<file path="config.mk">
export PLATFORM = sky130hd
export DESIGN_NAME = writeback_stage
export DESIGN_NICKNAME = d
export VERILOG_FILES = /design/src/rtl/cpu_pkg.sv /design/src/rtl/load_formatter.sv /design/src/rtl/writeback_stage.sv
export SDC_FILE = /design/constraint.sdc
export NUM_CORES = 1
export LEC_CHECK = 0
export CORE_ASPECT_RATIO = 0.7
export CORE_MARGIN = 2
export CORE_UTILIZATION = 50
export DETAILED_ROUTE_END_ITERATION = 10
export PLACE_DENSITY_LB_ADDON = 0.1
export SLEW_MARGIN = 5
export SYNTH_ARGS = -nofsm -noshare
export SYNTH_HDL_FRONTEND = slang
export SYNTH_SLANG_ARGS = --single-unit
</file>
<file path="constraint.sdc">
create_clock -name clk -period 3.8 [get_ports clk]
set_input_delay 0.57 -clock clk [delete_from_list [all_inputs] [get_ports clk]]
set_output_delay 0.57 -clock clk [all_outputs]
set_load 0.02 [all_outputs]
</file>
<file path="src/rtl/cpu_pkg.sv">
// Shared definitions for the writeback path: result-select codes,
// load funct3 encodings and the writeback FSM state type.
package cpu_pkg;

  // Writeback result select (me_wb_sel); 2'b11 is reserved and behaves as ALU.
  localparam logic [1:0] WB_SEL_ALU = 2'b00;
  localparam logic [1:0] WB_SEL_MEM = 2'b01;
  localparam logic [1:0] WB_SEL_PC4 = 2'b10;

  // Load funct3 encodings.
  localparam logic [2:0] F3_LB  = 3'b000;
  localparam logic [2:0] F3_LH  = 3'b001;
  localparam logic [2:0] F3_LW  = 3'b010;
  localparam logic [2:0] F3_LD  = 3'b011;
  localparam logic [2:0] F3_LBU = 3'b100;
  localparam logic [2:0] F3_LHU = 3'b101;
  localparam logic [2:0] F3_LWU = 3'b110;

  // Writeback FSM states.
  typedef enum logic [1:0] {
    ST_IDLE     = 2'b00,
    ST_WAIT_MEM = 2'b01,
    ST_WRITE    = 2'b10
  } wb_state_e;

endpackage : cpu_pkg

</file>
<file path="src/rtl/load_formatter.sv">
// Combinational load-data formatter: selects the byte lane given by the
// address offset, then sign- or zero-extends according to funct3.
module load_formatter
  import cpu_pkg::*;
#(
  parameter int XLEN = 32
) (
  input  logic [XLEN-1:0] raw_data,
  input  logic [2:0]      funct3,
  input  logic [2:0]      offset,
  output logic [XLEN-1:0] data
);

  // On a 32-bit datapath only offset[1:0] selects a lane.
  localparam logic [2:0] LANE_MASK = (XLEN == 64) ? 3'b111 : 3'b011;

  logic [2:0]  lane;
  logic [5:0]  shift_amt;
  logic [7:0]  byte_val;
  logic [15:0] half_val;
  logic [31:0] word_val;

  // Shift the addressed lane down to bit 0; a misaligned offset simply uses
  // the lane holding the low byte of the access.
  always_comb begin
    lane      = offset & LANE_MASK;
    shift_amt = {lane, 3'b000};
    byte_val  = 8'(raw_data >> shift_amt);
    half_val  = 16'(raw_data >> shift_amt);
    word_val  = 32'(raw_data >> shift_amt);
  end

  // Extend the extracted field to XLEN according to the load type.
  always_comb begin
    // NOTE: assigning a default before the case keeps every path driven, so
    // no latch is inferred for funct3 values the case does not list.
    data = XLEN'(word_val);
    case (funct3)
      F3_LB:  data = XLEN'($signed(byte_val));
      F3_LH:  data = XLEN'($signed(half_val));
      F3_LW:  data = XLEN'($signed(word_val));
      F3_LD:  data = raw_data;
      F3_LBU: data = XLEN'(byte_val);
      F3_LHU: data = XLEN'(half_val);
      F3_LWU: data = XLEN'(word_val);
      default: data = XLEN'(word_val);
    endcase
  end

endmodule : load_formatter

</file>
<file path="src/rtl/writeback_stage.sv">
// Registered writeback stage between the memory stage and the register file.
// Accepts one retiring instruction per cycle, waits for late load responses,
// formats load data, suppresses writes to x0 and counts retirements.
module writeback_stage
  import cpu_pkg::*;
#(
  parameter int XLEN       = 32,
  parameter int REG_ADDR_W = 5,
  parameter int CNT_W      = 32
) (
  input  logic                  clk,
  input  logic                  reset,
  input  logic                  me_valid,
  output logic                  me_ready,
  input  logic [XLEN-1:0]       me_alu_result,
  input  logic [XLEN-1:0]       me_pc_plus4,
  input  logic [REG_ADDR_W-1:0] me_rd,
  input  logic                  me_regwrite,
  input  logic [1:0]            me_wb_sel,
  input  logic [2:0]            me_load_funct3,
  input  logic [2:0]            me_load_offset,
  input  logic                  mem_rsp_valid,
  input  logic [XLEN-1:0]       mem_rsp_data,
  output logic [XLEN-1:0]       wb_rd_data,
  output logic [REG_ADDR_W-1:0] wb_rd_addr,
  output logic                  wb_regwrite,
  output logic                  wb_busy,
  output logic [CNT_W-1:0]      retire_count
);

  wb_state_e             state;
  logic [REG_ADDR_W-1:0] ld_rd;
  logic [2:0]            ld_funct3;
  logic [2:0]            ld_offset;
  logic                  ld_regwrite;
  logic [XLEN-1:0]       fmt_data;
  logic [XLEN-1:0]       direct_result;
  logic                  accept;
  logic                  is_mem;

  // Handshake and busy flags decode straight from the state register; ready is
  // also forced low while reset is held.
  always_comb begin
    me_ready      = reset && (state != ST_WAIT_MEM);
    wb_busy       = (state == ST_WAIT_MEM);
    accept        = me_valid && me_ready;
    is_mem        = (me_wb_sel == WB_SEL_MEM);
    direct_result = (me_wb_sel == WB_SEL_PC4) ? me_pc_plus4 : me_alu_result;
  end

  load_formatter #(
    .XLEN (XLEN)
  ) u_load_formatter (
    .raw_data (mem_rsp_data),
    .funct3   (ld_funct3),
    .offset   (ld_offset),
    .data     (fmt_data)
  );

  // Writeback FSM: registers the result, issues the one-cycle write pulse and
  // counts every cycle spent in WRITE.
  always_ff @(posedge clk or negedge reset) begin
    if (!reset) begin
      state        <= ST_IDLE;
      wb_rd_data   <= '0;
      wb_rd_addr   <= '0;
      wb_regwrite  <= 1'b0;
      retire_count <= '0;
      ld_rd        <= '0;
      ld_funct3    <= '0;
      ld_offset    <= '0;
      ld_regwrite  <= 1'b0;
    end else begin
      // NOTE: non-blocking assignments here so every register samples the
      // pre-edge values regardless of statement order.
      wb_regwrite <= 1'b0;
      case (state)
        ST_IDLE, ST_WRITE: begin
          if (accept) begin
            if (is_mem) begin
              ld_rd       <= me_rd;
              ld_funct3   <= me_load_funct3;
              ld_offset   <= me_load_offset;
              ld_regwrite <= me_regwrite;
              state       <= ST_WAIT_MEM;
            end else begin
              wb_rd_data   <= direct_result;
              wb_rd_addr   <= me_rd;
              wb_regwrite  <= me_regwrite && (me_rd != '0);
              retire_count <= retire_count + CNT_W'(1);
              state        <= ST_WRITE;
            end
          end else begin
            state <= ST_IDLE;
          end
        end
        ST_WAIT_MEM: begin
          if (mem_rsp_valid) begin
            wb_rd_data   <= fmt_data;
            wb_rd_addr   <= ld_rd;
            wb_regwrite  <= ld_regwrite && (ld_rd != '0);
            retire_count <= retire_count + CNT_W'(1);
            state        <= ST_WRITE;
          end
        end
        default: state <= ST_IDLE;
      endcase
    end
  end

endmodule : writeback_stage

</file>
==> results of run 1 <==
==> worst min path at each step <==
stage                          start               end  slack (ns)  cells past startpoint
global placement    retire_count[31]  retire_count[31]        0.47                      1
detailed placement  retire_count[31]  retire_count[31]        0.47                      1
floorplan                      reset      ld_funct3[0]        0.27                      0
global route                   reset  retire_count[20]        0.16                      1
CTS                            reset  retire_count[20]        0.15                      1
finish                         reset  retire_count[20]        0.14                      1
==> critical path: stages, from the launching register on <==
cell and delay [ns]:
dfrtp_1 0.87, clkinv_1 0.68, and3_1 0.54, o21ai_0 0.36, a31oi_1 0.13
==> cell usage after synthesis (2+ instances only) <==
library cell	n
a311oi_1	8
dfrtp_1	83
buf_2	18
nor2_1	20
or4_1	2
nand3_1	22
and3_1	3
o211ai_1	23
mux4_2	2
nand2_1	64
clkbuf_1	20
and2_1	4
o221a_2	8
and4_1	2
a22o_1	8
inv_1	6
nor4b_2	3
xor2_1	3
buf_1	2
o21ai_0	21
o2111ai_1	8
nor3_1	4
and3b_1	3
o22ai_1	7
nand2b_1	6
nand4_1	14
buf_4	4
nand3b_1	3
o22a_1	7
a21oi_1	15
mux2_2	24
a221oi_1	8
nor2b_1	4
buf_6	2
a211oi_1	23
mux2i_1	26
xnor2_1	28
a31oi_1	23
==> logic make-up after synthesis <==
kind of cell / count (synthesis) / synth area share
simple gates: 165 / 0.170
flops: 83 / 0.391
buf+inv: 54 / 0.0481
compound gates: 165 / 0.229
mux: 52 / 0.108
xor+xnor: 31 / 0.0511
fa+ha+maj: 1 / 0.00236
==> stage by stage <==
stage	util	hold WS (ns)	setup WS [ns]
6_report	0.720	0.143	1.09
5_1_grt	0.720	0.157	0.929
4_1_cts	0.720	0.153	1.12
3_5_place_dp	0.692	0.465	1.09
3_3_place_gp	0.692	0.465	1.16
2_1_floorplan	-	0.274	1.81
==> power breakdown <==
group / switching, W / internal [W] / total, W / leakage [nW]
Clock: 0.000346 / 0.000510 / 0.000856 / 0.137
Combinational: 0.000629 / 0.000616 / 0.00124 / 1.66
Sequential: 0.000201 / 0.00104 / 0.00125 / 1.03
==> layout make-up <==
cell class                      count  area (µm²)
Clock buffer                       12         236
Clock inverter                      4        51.3
Fill cell                         780        2900
Inverter                            8        30.0
Tap cell                          132         165
Timing Repair Buffer              194        1910
Multi-Input combinational cell    414        2980
Sequential cell                    83        2080
==> state kept, by name (all words and copies together) (netlist names) <==
register      flops
ld_offset         2
ld_funct3         3
retire_count     32
state             2
ld_rd             5
ld_regwrite       1
wb_rd_data       32
wb_regwrite       1
wb_rd_addr        5
==> per-layer routing <==
metal,vias to the layer above,share of wire
met5,-,0
met4,0,0.018
met3,29,0.099
met2,294,0.44
met1,2585,0.44
li1,2426,-
==> impl_metrics.json, run 1 <==
{
  "layout_commonest_cell": "clkdlybuf4s50_1",
  "h-tree-depth": 3,
  "cts_resized": 0,
  "first_pass_iters": 5,
  "gp_congestion": 0.882,
  "cts_setup_buffers": 0,
  "dpl.cell_count": 831,
  "num_vias": 5334,
  "cts-root-buf": "clkbuf_16",
  "stdcell_area_um2": 7460,
  "reg2reg_depth": 4,
  "vdd_ir_drop_max_uv": 254,
  "drive_above_1_share": 0.102,
  "ys_ff_latch": 83,
  "cp.required_ns": 3.99,
  "clkTransAtPathRegs_ns": 0.06,
  "avgSynthCellArea_um2": 9.63,
  "clkLatencyLatePin_ns": 0.33,
  "hpwlAfterDp_um": 13000,
  "final_cell_mix": "clkdlybuf4s50_1, dfrtp_1, nand2_1, xnor2_1, mux2i_1",
  "grt_use_total": 0.309,
  "chipWidth_um": 127,
  "drc": 0,
  "num_io_pins": 186,
  "fp.coreArea_um2": 10400,
  "synth_nets": 666,
  "grt_pass1_vias": 5112,
  "finalMaxSlewViolations": 0,
  "die_area_um2": 11500,
  "status": "completed",
  "synth-async-reset-ratio": 1.00,
  "viasPerCell": 6.30,
  "top_usage_layer": "met2",
  "chipHeight_um": 90.2,
  "worst_slew_pin_slew_ns": 1.00,
  "cts_tree": "yes",
  "hp-class": "primary input to asynchronous set/reset pin",
  "io_buffers": 184,
  "drt_iter0_drc": 476,
  "ctsHoldBuffers": 0,
  "synth.cell_area_um2": 5310,
  "crit_fanout": 19,
  "rsz0062_at_grt": "no",
  "setup_viol": 0,
  "p_per_area_nw_per_um2": 449,
  "slew_headroom": 0.328,
  "p_leak_nw": 2.83,
  "cp-start-kind": "flop",
  "critPathLaunch": "ld_offset[0]",
  "r2r_start": "ld_offset[0]",
  "fin_skew_ns": 0.00577,
  "routedWlPerCell_um": 20.6,
  "power_w": 0.00335,
  "fin_cells": 847,
  "grtUsageMet3": 0.0786,
  "rrSetupSlack_ns": 1.09,
  "grt_use_met1": 0.447,
  "yosysSeqAreaShare": 0.391,
  "syn2layout_area_growth_pct": 40.5,
  "antenna_found_initial": 0,
  "synthCells": 551,
  "period_share": 0.713,
  "clock_sink_count": 83,
  "min_period_ns": 2.71,
  "yosysTopAreaCell": "dfrtp_1",
  "timing.final.hold_violations": 0,
  "fmax_ghz": 0.369,
  "grt-ovfl-total": 0,
  "cp-endpoint": "wb_rd_data[30]",
  "grt_max_degree": 38,
  "grt_use_met2": 0.468,
  "grt_first_pass_wirelength_um": 27800,
  "path_class": "flop to flop",
  "fin_setup_tns_ns": 0,
  "initial_core_util": 0.513,
  "numCtsBuffers": 9,
  "critPathCaptureType": "flop",
  "finalNetCount": 825,
  "rr_endpoint": "wb_rd_data[30]",
  "yosys_warnings": 0,
  "max_cap_viol_count": 0,
  "synthTopCellsByArea": "dfrtp_1, mux2_2, mux2i_1",
  "cp.arrival_ns": 2.90,
  "cts_buffer_depth": 2,
  "antennaDiodeCount": 0,
  "drt.antenna.violating_nets": 0,
  "dpl-instance-area_um2": 7170,
  "totalWireLength_um": 17500,
  "rows": 31,
  "synth-edff-count": 0,
  "netlist.area_leader.share": 0.391,
  "synth.distinct_cells": 58,
  "ys.flop_type": "dfrtp_1"
}
(Power assumes the default switching activity.)
==> run 2: changes to the inputs <==
- CORE_UTILIZATION: 50 -> 46
- clock period: 3.8 -> 2.6 ns (I/O delays scaled with it)
==> run 2 against run 1 <==
Against the previous run:
- sequential power is 42% higher
- count of clock-buffer cells in the layout down 2
- critical endpoint is now me_ready
- sequential share of layout area down 0.75 points
- highest routed layer unchanged
- worst hold slack better by 0.34 ns
- non-clock buffer count rose by 20
- worst setup slack worse by 0.91 ns
- largest power group is now combinational logic
- global-route usage decreased by 2.2 points
- cell count up 4.8%
- via count about the same
- largest cell class unchanged
- clock power rose by 60%
==> impl_metrics.json, run 2 (synthesis results as in run 1) <==
{
  "routedWlPerCell_um": 19.8,
  "clkTransAtPathRegs_ns": 0.06,
  "fin_ws_ns": 0.184,
  "totalWireLength_um": 17600,
  "rows": 32,
  "fp.coreArea_um2": 11100,
  "reg2reg_depth": 4,
  "syn2layout_area_growth_pct": 44.4,
  "initial_core_util": 0.477,
  "drc": 0,
  "critPathCaptureType": "output pin",
  "io_buffers": 184,
  "numCtsBuffers": 9,
  "antennaDiodeCount": 0,
  "die_area_um2": 12400,
  "vdd_ir_drop_max_uv": 378,
  "drive_above_1_share": 0.128,
  "viasPerCell": 6.00,
  "grt_pass1_vias": 5178,
  "clkLatencyLatePin_ns": 0.34,
  "timing.final.hold_violations": 0,
  "grt_first_pass_wirelength_um": 27700,
  "fin_skew_ns": 0.00605,
  "min_period_ns": 2.42,
  "period_share": 0.929,
  "fin_cells": 888,
  "grt_use_total": 0.287,
  "dpl.cell_count": 871,
  "drt.antenna.violating_nets": 0,
  "grt-ovfl-total": 0,
  "clock_sink_count": 83,
  "antenna_found_initial": 0,
  "num_io_pins": 186,
  "h-tree-depth": 3,
  "final_cell_mix": "clkdlybuf4s50_1, dfrtp_1, nand2_1, buf_4, xnor2_1",
  "cts_tree": "yes",
  "chipHeight_um": 93.9,
  "first_pass_iters": 5,
  "drt_iter0_drc": 384,
  "hp-class": "flop to flop",
  "cp.arrival_ns": 2.03,
  "status": "completed",
  "finalNetCount": 845,
  "p_leak_nw": 2.94,
  "fmax_ghz": 0.414,
  "path_class": "primary input to output pin",
  "cp-start-kind": "primary input",
  "p_per_area_nw_per_um2": 660,
  "cp.required_ns": 2.21,
  "num_vias": 5329,
  "fin_setup_tns_ns": 0,
  "pre_cts_ws_ns": 0.264,
  "gp_congestion": 0.903,
  "crit_fanout": 16,
  "whs_path_depth": 1,
  "reg_top3": "retire_count (32), wb_rd_data (32)",
  "finalMaxSlewViolations": 0,
  "hpwlAfterDp_um": 13300,
  "rsz0062_at_grt": "no",
  "cts-root-buf": "clkbuf_16",
  "chipWidth_um": 132,
  "max_cap_viol_count": 0,
  "setup_viol": 0,
  "slew_headroom": 0.548,
  "grt_max_degree": 40,
  "worst_slew_pin_slew_ns": 0.675,
  "cts_buffer_depth": 2,
  "layout_commonest_cell": "clkdlybuf4s50_1"
}
## run 2: cell count changes in the layout (fill, tap and decap cells not counted)
| cell | change |
|---|---|
| buf_4 | +19 |
| clkbuf_1 | -2 |
| bufinv_16 | +1 |
| clkinv_2 | +1 |
| clkinvlp_4 | -1 |
| dlygate4sd3_1 | +1 |
| inv_6 | +1 |
## run 2: power breakdown
part	leakage [nW]	internal (W)	switching [W]
Sequential	1.03	0.00153	0.000252
Clock	0.157	0.000843	0.000528
Combinational	1.75	0.000939	0.000969
Total	2.94	0.00331	0.00175
## run 2: layout make-up
class | instances | area (µm²)
sequential | 83 | 2080
fill | 874 | 3460
multi-input combinational | 414 | 2980
clock inverter | 6 | 87.6
tap | 153 | 191
clock buffer | 10 | 229
inverter | 8 | 30.0
timing repair buffer | 214 | 2070
## run 2: repair_timing
| item | in CTS | in global routing |
|---|---|---|
| hold buffers | 1 | 0 |
| resized for setup | 0 | 0 |
| hold endpoints to repair | 10 | 0 |
| setup buffers | 0 | 0 |
## run 2: path summary, 6_finish.rpt
check	start	to	slack, ns
setup / recovery	reset	me_ready	0.18
hold reg to reg	retire_count[31]	retire_count[31]	0.48
min in group asynchronous	reset	retire_count[2]	0.50
setup reg to reg	ld_offset[1]	wb_rd_data[12]	0.43
max in group asynchronous	reset	ld_funct3[2]	1.31
hold / removal	retire_count[31]	retire_count[31]	0.48
## run 2: per-stage QoR
step | utilization | cell area (µm²) | power (W) | hold slack (ns)
5_1_grt | 0.689 | 7670 | 0.00529 | 0.514
6_report | 0.689 | 7670 | 0.00506 | 0.484
3_3_place_gp | 0.659 | 7340 | 0.00362 | 0.253
4_1_cts | 0.689 | 7670 | 0.00506 | 0.485
2_1_floorplan | - | 5310 | 0.00280 | 0.0944
3_5_place_dp | 0.659 | 7340 | 0.00368 | 0.257
## run 2: metal layers
| layer | track usage | part of all wire | vias to the layer above | wire (µm) |
|---|---|---|---|---|
| met1 | 0.416 | 0.45 | 2588 | 7970 |
| met3 | 0.0771 | 0.096 | 28 | 1700 |
| li1 | - | - | 2456 | - |
| met4 | 0.0851 | 0.020 | 0 | 351 |
| met2 | 0.421 | 0.43 | 257 | 7570 |
| met5 | 0 | 0 | - | 0 |
## run 2: critical path: stages
cell             delay [ns]
dlygate4sd3_1          0.56
buf_4                  0.25
and2_1                 0.17
clkdlybuf4s50_1        0.65
==> run 3: changes to the inputs <==
- PLACE_DENSITY: unset -> 0.81
- PLACE_DENSITY_LB_ADDON: 0.1 -> unset
==> run 3 against run 2 <==
Against the previous run:
- routed wire length increased by 4.4%
- cell count decreased by 0.11%
- combinational power about the same
- critical path depth unchanged
- global-route usage increased by 1.3 points
- clock power increased by 4%
- fmax increased by 1.9%
==> impl_metrics.json, run 3 (synthesis results as in run 1) <==
{
  "chipHeight_um": 93.9,
  "num_vias": 5415,
  "drt_iter0_drc": 532,
  "cp-start-kind": "primary input",
  "final_cell_mix": "clkdlybuf4s50_1, dfrtp_1, nand2_1, xnor2_1, buf_4",
  "path_class": "primary input to output pin",
  "slowest_stage": "clkdlybuf4s50_1",
  "rr_endpoint": "wb_rd_data[30]",
  "hp-class": "flop to flop",
  "totalWireLength_um": 18400,
  "finalMaxSlewViolations": 0,
  "setup_viol": 0,
  "critPathTopFamily": "buffers and inverters",
  "finalNetCount": 844,
  "layout_commonest_cell": "clkdlybuf4s50_1",
  "rsz0062_at_grt": "no",
  "p_per_area_nw_per_um2": 666,
  "critical_path.cell_chain": "dlygate4sd3_1, buf_4, and2_1, clkdlybuf4s50_1",
  "antenna_found_initial": 0,
  "worst_slew_pin_slew_ns": 0.737,
  "max_stage_delay_ns": 0.60,
  "drc": 0,
  "grt_pass1_vias": 5207,
  "timing.final.hold_violations": 0,
  "drt.antenna.violating_nets": 0,
  "fin_setup_tns_ns": 0,
  "initial_core_util": 0.477,
  "h-tree-depth": 3,
  "viasPerCell": 6.10,
  "num_io_pins": 186,
  "die_area_um2": 12400,
  "drive_above_1_share": 0.128,
  "routedWlPerCell_um": 20.7,
  "gp_congestion": 0.934,
  "vdd_ir_drop_max_uv": 354,
  "cts_tree": "yes",
  "slew_headroom": 0.507,
  "chipWidth_um": 132,
  "seqCellArea_um2": 2080,
  "rows": 32,
  "critPathCaptureType": "output pin",
  "reg_top3": "retire_count (32), wb_rd_data (32)",
  "rrSetupSlack_ns": 0.31,
  "max_cap_viol_count": 0,
  "hpwlAfterDp_um": 13700,
  "fill_cells": 878,
  "status": "completed",
  "grt-ovfl-total": 0,
  "fmax_ghz": 0.422,
  "cts-root-buf": "clkbuf_16",
  "grt_use_total": 0.300,
  "clkLatencyLatePin_ns": 0.35,
  "grt_max_degree": 36,
  "crit_fanout": 18,
  "fp.coreArea_um2": 11100,
  "io_buffers": 184,
  "cts_setup_buffers": 0,
  "syn2layout_area_growth_pct": 44.7,
  "clkTransAtPathRegs_ns": 0.06,
  "grt_first_pass_wirelength_um": 29000,
  "clock_sink_count": 83,
  "antennaDiodeCount": 0,
  "numCtsBuffers": 9,
  "period_share": 0.912,
  "cp.arrival_ns": 1.98,
  "dpl-instance-area_um2": 7340,
  "multi_input_area_um2": 2980,
  "first_pass_iters": 5,
  "whs_path_depth": 1,
  "reg2reg_depth": 4,
  "p_leak_nw": 2.95,
  "cp_num_buf_inv": 3,
  "fin_skew_ns": 0.00932,
  "min_to": "retire_count[31]",
  "stdcell_area_um2": 7680,
  "r2r_start": "ld_offset[0]",
  "min_from": "retire_count[31]",
  "min_period_ns": 2.37,
  "cp.required_ns": 2.21,
  "cts_buffer_depth": 2
}
## run 3: worst max path at each step
stage	slack (ns)	start	cells past startpoint	endpoint
floorplan	0.79	state[0]	5	me_ready
global placement	0.34	me_wb_sel[1]	6	wb_rd_data[28]
detailed placement	0.23	me_wb_sel[1]	6	wb_rd_data[25]
CTS	0.22	reset	4	me_ready
global route	0.14	reset	4	me_ready
finish	0.23	reset	4	me_ready
## run 3: layer usage
layer  global-route usage  wire [µm]  vias to the layer above
li1                     -          -                     2453
met2                0.459       8140                      292
met5                    0          0                        -
met1                0.429       8180                     2638
met4               0.0815        331                        0
met3               0.0696       1720                       32
## run 3: what timing repair did
item	CTS	global route
gates resized for setup	0	0
hold buffers	1	0
hold endpoints to repair	11	0
## run 3: power by group
| group | internal (W) | total [W] | switching [W] |
|---|---|---|---|
| logic | 0.000938 | 0.00193 | 0.000990 |
| registers | 0.00153 | 0.00177 | 0.000240 |
| clock network | 0.000870 | 0.00142 | 0.000547 |
## run 3: final cells by class
cell class | instances | area share
Multi-Input combinational cell | 414 | 0.388
Tap cell | 153 | 0.0249
Inverter | 8 | 0.00391
Clock buffer | 10 | 0.0311
Clock inverter | 6 | 0.0114
Timing Repair Buffer | 213 | 0.270
Sequential cell | 83 | 0.270
## run 3: metrics by stage
stage	power (W)	hold slack, ns	util	setup slack (ns)	cells
finish	0.00511	0.476	0.690	0.229	887
detailed placement	0.00368	0.276	0.660	0.231	870
global placement	0.00362	0.272	0.660	0.339	870
global route	0.00533	0.498	0.690	0.140	887
floorplan	0.00280	0.0944	-	0.785	551
CTS	0.00511	0.483	0.690	0.220	887
